==> config.mk <==
export PLATFORM = sky130hd
export DESIGN_NAME = door_ctrl_timed
export DESIGN_NICKNAME = d
export VERILOG_FILES = /design/src/rtl/door_ctrl_timed.sv
export SDC_FILE = /design/constraint.sdc
export NUM_CORES = 1
export LEC_CHECK = 0
export CAP_MARGIN = 20
export CORE_ASPECT_RATIO = 0.7
export CORE_MARGIN = 2
export CORE_UTILIZATION = 54
export CTS_CLUSTER_DIAMETER = 100
export CTS_CLUSTER_SIZE = 30
export DETAILED_ROUTE_END_ITERATION = 16
export PLACE_DENSITY = 0.79
export SLEW_MARGIN = 20
export SYNTH_ARGS = -nofsm -noshare
export SYNTH_HDL_FRONTEND = slang
export SYNTH_SLANG_ARGS = --single-unit
==> constraint.sdc <==
create_clock -name clk -period 3.2 [get_ports clk]
set_input_delay 0.32 -clock clk [delete_from_list [all_inputs] [get_ports clk]]
set_output_delay 0.32 -clock clk [all_outputs]
set_load 0.01 [all_outputs]
==> src/rtl/door_ctrl_timed.sv <==
// door_ctrl_timed: automatic-door FSM with hold timer, limit-switch feedback,
// travel-timeout fault and reopen-on-obstruction.
module door_ctrl_timed #(
  parameter int N_SENSORS   = 2,
  parameter int HOLD_CYCLES = 100,
  parameter int TRAVEL_MAX  = 50,
  parameter int CNT_W       = 16
) (
  input  logic                 clk,
  input  logic                 rst,
  input  logic [N_SENSORS-1:0] sensor,
  input  logic                 lock,
  input  logic                 open_limit,
  input  logic                 closed_limit,
  input  logic                 fault_clr,
  output logic                 motor_open,
  output logic                 motor_close,
  output logic [2:0]           door_state,
  output logic                 fault,
  output logic [7:0]           reopen_cnt
);
  typedef enum logic [2:0] {
    CLOSED  = 3'd0,
    OPENING = 3'd1,
    OPEN    = 3'd2,
    CLOSING = 3'd3,
    FAULT   = 3'd4
  } state_t;
  localparam logic [CNT_W-1:0] TRAVEL_LAST = CNT_W'(TRAVEL_MAX - 1);
  localparam logic [CNT_W-1:0] HOLD_LAST   = CNT_W'(HOLD_CYCLES - 1);
  state_t           state, nxt;
  logic [CNT_W-1:0] timer;
  logic             presence, both, travel_end, restart, reverse;
  assign presence   = |sensor;
  assign both       = open_limit && closed_limit;
  assign travel_end = timer == TRAVEL_LAST;
  always_comb begin
    nxt     = state;
    restart = 1'b0;
    reverse = 1'b0;
    case (state)
      CLOSED:  nxt = presence && !lock ? OPENING : CLOSED;
      OPENING: nxt = both ? FAULT : open_limit ? OPEN : travel_end ? FAULT : OPENING;
      OPEN: begin
        restart = presence;
        nxt     = !presence && timer == HOLD_LAST ? CLOSING : OPEN;
      end
      CLOSING: begin
        // presence outranks closed_limit so an obstruction always reverses
        reverse = !both && presence;
        nxt     = both ? FAULT : presence ? OPENING : closed_limit ? CLOSED :
                  travel_end ? FAULT : CLOSING;
      end
      FAULT:   nxt = !fault_clr ? FAULT : closed_limit ? CLOSED : CLOSING;
      default: nxt = CLOSED;
    endcase
  end
  always_ff @(posedge clk or posedge rst) begin
    if (rst) begin
      state      <= CLOSED;
      timer      <= '0;
      reopen_cnt <= '0;
    end else begin
      state      <= nxt;
      timer      <= (nxt != state || restart) ? '0 : &timer ? timer : timer + CNT_W'(1);
      reopen_cnt <= reverse && reopen_cnt != 8'hff ? reopen_cnt + 8'd1 : reopen_cnt;
    end
  end
  assign motor_open  = state == OPENING;
  assign motor_close = state == CLOSING;
  assign fault       = state == FAULT;
  assign door_state  = state;
endmodule

* Word level (Yosys, flattened, before mapping)
Index checks and enable logic that the tools add are counted.
** Operators by class
- Add/sub/neg operators :: 2
- Equality and inequality tests :: 9
- Multiplexer cells :: 16
- Reduce and logical (&&, ||, !) cells :: 12
** Operator list (number)
- 16-bit 2-to-1 mux :: 2
- 3-bit 2-to-1 mux :: 8
- 16-bit by 1-bit adder with 16-bit output (second input constant) :: 1
- 16-bit by 6-bit == test with 1-bit output (second input constant) :: 1
- 16-bit by 7-bit == test with 1-bit output (second input constant) :: 1
- 16-bit AND reduction :: 1
- 3-bit one-hot mux with 5 select lines :: 1
- 8-bit by 1-bit adder with 8-bit output (second input constant) :: 1
- 8-bit != test (second input constant) :: 1
- 3-bit by 2-bit == test with 1-bit output (second input constant) :: 2
- 1-bit logical AND :: 5
- 1-bit 2-to-1 mux :: 4
- 3-bit by 1-bit == test with 1-bit output (second input constant) :: 1
- 3-bit == test (second input constant) :: 1
- 1-bit logical NOT :: 3
- 3-bit logical NOT :: 1
- 3-bit != test :: 1
- 2-bit 2-to-1 mux :: 1
- 2-bit != test (second input constant) :: 1
- 2-bit OR reduction :: 1
- 1-bit logical OR :: 1
** Word-level totals
- Register bits after elaboration :: 27
- Logic and storage cells :: 42

* Depth between registers and ports, before layout
Gate-level depths: netlist (run 1).
- Depth in word-level cells :: 9
- Gate-level depth with buffers :: 9
- Gate-level depth less buffers :: 8

* Worst setup path before layout (run 1)
Ideal clock, no wire load.
- Kind :: reg-to-reg
- Start point :: register timer[2]
- End point :: register timer[0]
- Setup time :: 0.072 ns
- Arrival time :: 2.240 ns
- Data required time :: 3.128 ns
- Slack :: 0.888 ns
- Stages on the path, launching flop included :: 8
- Path through :: dfrtp_1 or4_4 nor4_4 a2111oi_1 or3b_4 o22a_4 buf_6 nor2_1
** On the way
- Cells in the longest elaborated chain, start to end :: 9
- Elaborated cells between the ends (all ways) :: 17
- Classes of those cells :: eq/ne (4); mux (10); reduce/logical (3)
** Ends and longest elaborated chain
- from (decl) :: line 32 : logic [CNT_W-1:0] timer;
- from (signal assigned) :: line 65 : timer <= (nxt != state || restart) ? '0 : &timer ? timer : timer + CNT_W'(1);
- 16-bit by 6-bit == test with 1-bit output :: line 36 : assign travel_end = timer == TRAVEL_LAST;
- 3-bit 2-to-1 mux :: line 52 : travel_end ? FAULT : CLOSING;
- 3-bit 2-to-1 mux (3 in a row) :: line 51 : nxt = both ? FAULT : presence ? OPENING : closed_limit ? CLOSED :
- 3-bit one-hot mux with 5 select lines * :: line 41 : case (state)
- via nxt[0] :: line 31 : state_t state, nxt;
- 3-bit != test * :: line 65
- 1-bit logical OR * :: line 65
- 2-bit != test (no source line) / 16-bit 2-to-1 mux (equally long branches)
Mark *: on every way through the listed nets, which the timed path passes. The rest lies on a longest branch.
A chain may end at the register's enable or synchronous reset.

* Worst setup path in the final report (run 1)
- Start point :: register timer[2]
- End point :: register timer[1]
Same word-level chain as after synthesis.

==> qor.yml, run 1 <==
outcome: "finished, final reports clean"
place_area_sq_mm: 0.00180
grt_pass1_wl_um: 5780
synth_edf_count: 0
synth_largest_area_cell: "dfrtp_1"
place_congestion: 0.920
core_area_sq_mm: 0.00278
initial_core_util: 0.562
rsz0062_at_grt: "no"
slew_viol_final: 0
routed_wl_um: 3370
netlist-cell-type-count: 40
ys_seq_elements: 27
dieArea_sq_mm: 0.00335
holdWs_ns: 0.414
cts.path.max_buffers: 2
synth_top_family_by_area: "simple AND/OR/NAND/NOR gates"
vias: 1294
finalCritPeriodShare: 0.785
p_leak_uw: 0.000779
tns_ns: 0
hold_path.class: "input port to async pin"
post-place-ws_ns: 0.718
period_minus_slack_ns: 2.51
relSlewSlack: 0.536
worstSetupPathType: "flop to flop"
synth_fa_ha_area_frac: 0.0240
ant_nets: 0
nFillCells: 215
vdd_drop_max_mv: 0.324
avgRoutedWirePerCell_um: 15.1
synth_simple_gate_area_share: 0.317
hold_buffers: 0
synth-main-ff-cell: "dfrtp_1"
yosysTopAreaCellShare: 0.432
clk_latency_ns: 0.27
path_clk_slew_ns: 0.09
pwr_density_cell_mw_per_mm2: 595
crit_required_ns: 3.39
syn-num-nets: 176
cts_buffers: 3
drtIter0Drc: 103
htree_levels: 1
drc: 0
chipWidth_um: 68.3
area_growth_syn_to_layout_pct: 18.5
ys_seq_area_frac: 0.432
crit_path_end_kind: "flop"
fin_nets: 199
worst_pin_slew_ns: 0.692
mostFrequentLayoutCells: "dfrtp_1 (27), nor2_1 (26), clkdlybuf4s50_1 (21), nand2_1 (13)"
clockRootBuffer: "clkbuf_8"
stdcell_area_sq_mm: 0.00185
synth-compound-area-share: 0.0768
ys_warn_count: 0
layout-drive-gt1-share: 0.0909
synthCells: 165
max_stage_delay_ns: 0.55
die_h_um: 49.0
synth_async_sr_flop_share: 1.00
io_buffer_count: 21
setup_viol: 0
rows: 16
antenna_found_initial: 0
post-cts-setup-buffers: 0
layoutNonFillerInstCount: 223
fin_ws_ns: 0.687
cts_tree: "done"
diodes: 0
avgSynthCellArea_sq_um: 9.48
cts_resized: 0
fmax_mhz: 398
cp.arrival_ns: 2.70
final_common_cell: "dfrtp_1"
critPathSlowestCell: "or4_4"
grt_overflow: 0
hpwl_um: 2480
io_pins: 22
final.setup_skew_ns: 0.00287
synthXorXnorAreaFrac: 0.112
dr.pass1.iters: 4
grt_usage: 0.228
placed_cells: 219
muxShareOfSynthArea: 0.0136
crit_path_start_kind: "flop"
finalHoldViolations: 0
clock_sinks: 27
cap_violations: 0
via_per_inst: 5.80
yosys-top-cells-area: "dfrtp_1 (43%), nor2_1 (6.2%), xor2_1 (6.2%), xnor2_1 (5.0%), nand3_1 (3.5%)"
cp_max_fo: 16
synthesis.area_sq_mm: 0.00156
grt_max_degree: 28
critical_path.cell_chain: "or4_4 -> nor4_4 -> a2111oi_1 -> or3b_4 -> o22a_4 -> a211oi_2"
grt_pass1_vias: 1209
per-layer routing:
metal	up-vias	track usage	part of all wire
met1	631	0.351	0.50
met3	4	0.0439	0.039
met2	30	0.341	0.46
li1	629	-	-
met5	-	0	0
met4	0	0.0367	0.0065
synthesized netlist by cell type (all sizes together) (2+ instances only):
cell type and n:
a211oi 2, a21oi 3, a31oi 2, and3 5
and4 3, buf 3, dfrtp 27, ha 3
inv 4, nand2 13, nand2b 4, nand3 11
nand3b 2, nand4 7, nand4b 3, nor2 27
nor2b 2, nor3 3, nor4 2, o21ai 4
o22ai 2, or4 2, xnor2 9, xor2 11
critical path: cells and delay by family (launching register included):
family / cells / cell delay (ns)
flip-flops: 1 / 0.45
AND/OR/NAND/NOR: 3 / 1.34
AO/OA/AOI/OAI: 3 / 0.64
flip-flops by register name, indices dropped and copies added (netlist names):
name and count:
timer 16, reopen_cnt 8, door_state 3
layout make-up:
class,count,area (sq um),share of cell area
sequential,27,676,0.365
inverter,4,15.0,0.00810
clock buffer,3,41.3,0.0223
multi-input combinational,130,850,0.458
tap,36,45.0,0.0243
timing repair buffer,22,218,0.117
clock inverter,1,8.76,0.00473
final timing paths:
| path | start | to | slack (ns) | cells after the start |
|---|---|---|---|---|
| min reg2reg | reopen_cnt[7]$_DFFE_PP0P_ | reopen_cnt[7]$_DFFE_PP0P_ | 0.50 | 1 |
| min | rst | reopen_cnt[6]$_DFFE_PP0P_ | 0.41 | 2 |
| min in group clk | reopen_cnt[7]$_DFFE_PP0P_ | reopen_cnt[7]$_DFFE_PP0P_ | 0.50 | 1 |
| max in group asynchronous | rst | timer[3]$_DFFE_PP0P_ | 2.41 | 2 |
| max | timer[2]$_DFFE_PP0P_ | timer[1]$_DFFE_PP0P_ | 0.69 | 6 |
| max reg2reg | timer[2]$_DFFE_PP0P_ | timer[1]$_DFFE_PP0P_ | 0.69 | 6 |
cell families (layout without fill, tap and decap cells):
logic type | Yosys count | after routing
flip-flops | 27 | 27
AND/OR/NAND/NOR | 89 | 89
multiplexers | 2 | 2
AO/OA/AOI/OAI | 16 | 16
adder cells (fa/ha/maj) | 3 | 3
XOR/XNOR | 20 | 20
buffers and inverters | 8 | 30
power breakdown:
group | switching [uW] | internal, uW
Combinational | 221 | 207
Sequential | 86.7 | 387
Clock | 110 | 91.4
metrics by stage:
step                       util  power [uW]
after floorplan               -         757
after global placement    0.648         880
after detailed placement  0.648         904
after CTS                 0.666        1110
after global routing      0.666        1170
final                     0.666        1100
No activity file was read; power rests on OpenSTA's default activity.
==> inputs of run 2 (changes only) <==
--- a/config.mk
+++ b/config.mk
@@ -8,11 +8,11 @@
 export CAP_MARGIN = 20
 export CORE_ASPECT_RATIO = 0.7
 export CORE_MARGIN = 2
-export CORE_UTILIZATION = 54
+export CORE_UTILIZATION = 48
 export CTS_CLUSTER_DIAMETER = 100
 export CTS_CLUSTER_SIZE = 30
 export DETAILED_ROUTE_END_ITERATION = 16
-export PLACE_DENSITY = 0.79
+export PLACE_DENSITY = 0.74
 export SLEW_MARGIN = 20
 export SYNTH_ARGS = -nofsm -noshare
 export SYNTH_HDL_FRONTEND = slang
==> constraint.sdc (replaced) <==
create_clock -name clk -period 2.3 [get_ports clk]
set_input_delay 0.23 -clock clk [delete_from_list [all_inputs] [get_ports clk]]
set_output_delay 0.23 -clock clk [all_outputs]
set_load 0.01 [all_outputs]
==> run 2 against run 1 <==
Against the previous run:
- clock power increased by 37%
- die area up 12%
- critical path depth did not move
- maximum frequency rose by 9.5%
- sequential share of layout area decreased by 3.3 points
- critical endpoint is now timer[6]$_DFFE_PP0P_
==> qor.yml, run 2 (synthesis gave the netlist of run 1 again) <==
setup_viol: 0  # unchanged
drc: 0  # unchanged
placed_cells: 234  # +6.8%
crit_path_start_kind: "flop"
mostFrequentLayoutCells: "dfrtp_1 (27), clkdlybuf4s50_1 (21), buf_4 (20), nor2_1 (19), nand2_1 (13)"
p_leak_uw: 0.000875  # +12%
grt_overflow: 0  # unchanged
fin_ws_ns: 0.00555  # -0.682 ns
hold_path.class: "input port to async pin"
pwr_density_cell_mw_per_mm2: 812  # +36%
relSlewSlack: 0.573  # +0.0366
cap_violations: 0  # unchanged
slew_viol_final: 0  # unchanged
layoutNonFillerInstCount: 245  # +9.9%
worstSetupPathType: "flop to flop"
ant_nets: 0  # unchanged
rows: 17  # +1
grt_pass1_vias: 1352  # +12%
max_stage_delay_ns: 0.56  # about the same
grt_usage: 0.226  # -0.00215
largest_register_ffs: 16  # unchanged
critPathSlowestCell: "or4_4"
initial_core_util: 0.500  # -0.0619
vdd_drop_max_mv: 0.436  # +35%
vias: 1418  # +9.6%
diodes: 0  # unchanged
crit_required_ns: 2.49  # -0.90 ns
nFillCells: 249  # +16%
htree_levels: 1  # unchanged
io_pins: 22  # unchanged
outcome: "finished, final reports clean"
rsz0062_at_grt: "yes"
finalHoldViolations: 0  # unchanged
period_minus_slack_ns: 2.29  # -0.218 ns
drtIter0Drc: 138  # +34%
antenna_found_initial: 0  # unchanged
hold_buffers: 0  # unchanged
hpwl_um: 2670  # +7.7%
chipWidth_um: 72.2  # +5.7%
clock_sinks: 27  # unchanged
fin_nets: 219  # +10%
grt_pass1_wl_um: 6470  # +12%
cts_tree: "done"
cts_buffers: 3  # unchanged
cp_max_fo: 8  # -8
place_congestion: 0.928  # +0.96%
final.setup_skew_ns: 0.00261  # -0.000259 ns
crit_path_end_kind: "flop"
clockRootBuffer: "clkbuf_8"
finalCritPeriodShare: 0.998  # +0.212
final_util: 0.652  # -0.0137
via_per_inst: 5.79  # -0.26%
fmax_mhz: 436  # +9.5%
io_buffer_count: 21  # unchanged
critical_path.cell_chain: "or4_4 -> nor4_4 -> a2111oi_2 -> or3b_4 -> o22a_4 -> a211oi_2"
cp.arrival_ns: 2.49  # -0.21 ns
clk_latency_ns: 0.27  # about the same
dr.pass1.iters: 4  # unchanged
dieArea_sq_mm: 0.00374  # +12%
post-place-ws_ns: -0.103  # -0.821 ns
top_register: "timer"
grt_max_degree: 20  # -29%
routed_wl_um: 3820  # +13%
path_clk_slew_ns: 0.09  # about the same
worst_pin_slew_ns: 0.636  # -0.0565 ns
avgRoutedWirePerCell_um: 15.6  # +2.9%
core_area_sq_mm: 0.00313  # +12%
area_growth_syn_to_layout_pct: 30.4
final_common_cell: "dfrtp_1"
cts.path.max_buffers: 2  # unchanged
die_h_um: 51.8  # +5.6%
layout-drive-gt1-share: 0.213  # +0.122
run 2: changes by cell type in the layout (fill, tap and decap cells not counted), sizes merged:
cell    change
inv         -1
buf        +19
clkinv      +1
o22a        +1
run 2: path summary, 6_finish.rpt:
check | startpoint | endpoint | slack (ns) | cells past startpoint
setup / recovery | timer[10]$_DFFE_PP0P_ | timer[6]$_DFFE_PP0P_ | 0.006 | 6
hold / removal | rst | reopen_cnt[5]$_DFFE_PP0P_ | 0.20 | 2
setup reg to reg | timer[10]$_DFFE_PP0P_ | timer[6]$_DFFE_PP0P_ | 0.006 | 6
hold reg to reg | reopen_cnt[4]$_DFFE_PP0P_ | reopen_cnt[4]$_DFFE_PP0P_ | 0.52 | 1
max in group asynchronous | rst | door_state[2]$_DFF_PP0_ | 1.53 | 3
min in group clk | reopen_cnt[4]$_DFFE_PP0P_ | reopen_cnt[4]$_DFFE_PP0P_ | 0.52 | 1
run 2: where the power goes:
part / internal (uW) / switching, uW / total [uW]
registers: 538 / 125 / 663
clock network: 122 / 153 / 275
logic: 343 / 374 / 718
total: 1000 / 653 / 1660
run 2: critical path: cells and delay by family, from the launching register on:
| family | cells | cell delay [ns] |
|---|---|---|
| flip-flops | 1 | 0.39 |
| AND/OR/NAND/NOR | 3 | 1.31 |
| AO/OA/AOI/OAI | 3 | 0.52 |
run 2: what timing repair did:
action                                 in CTS  in global routing
setup endpoints to repair                  14                 16
endpoints found under the hold margin       0                  0
buffers inserted                            2                  4
resized for setup                           1                  9
pin swaps                                   7                 10
cloned                                      1                  0
run 2: metrics by stage:
stage / total power [uW] / hold WS [ns] / TNS, ns / cell area (sq um)
4_1_cts: 1600 / 0.213 / -0.0177 / 1980
3_3_place_gp: 1250 / 0.484 / -0.0102 / 1900
2_1_floorplan: 1050 / 0.283 / 0 / 1560
3_5_place_dp: 1280 / 0.493 / -0.220 / 1900
5_1_grt: 1760 / 0.228 / -0.312 / 2040
6_report: 1660 / 0.199 / 0 / 2040
run 2: metal layers:
metal	share of wire	vias to the layer above	global-route usage
met1	0.47	700	0.312
met4	0.0081	0	0.0503
li1	-	672	-
met5	0	-	0
met3	0.053	4	0.0484
met2	0.47	42	0.367
run 2: cell type report:
class	count	area, sq um	area share
clock buffers	3	41.3	0.0202
clock inverters	1	5.00	0.00245
inverters	4	15.0	0.00736
multi-input cells	131	895	0.439
flip-flops and latches	27	676	0.331
well taps	38	47.5	0.0233
repair buffers	41	360	0.177
==> inputs of run 3 (changes only) <==
--- a/config.mk
+++ b/config.mk
@@ -12,6 +12,7 @@
 export CTS_CLUSTER_DIAMETER = 100
 export CTS_CLUSTER_SIZE = 30
 export DETAILED_ROUTE_END_ITERATION = 16
+export GPL_TIMING_DRIVEN = 1
 export PLACE_DENSITY = 0.74
 export SLEW_MARGIN = 20
 export SYNTH_ARGS = -nofsm -noshare
==> results of run 3 <==
No change in the layout: final DEF, timing and power equal those of run 2.
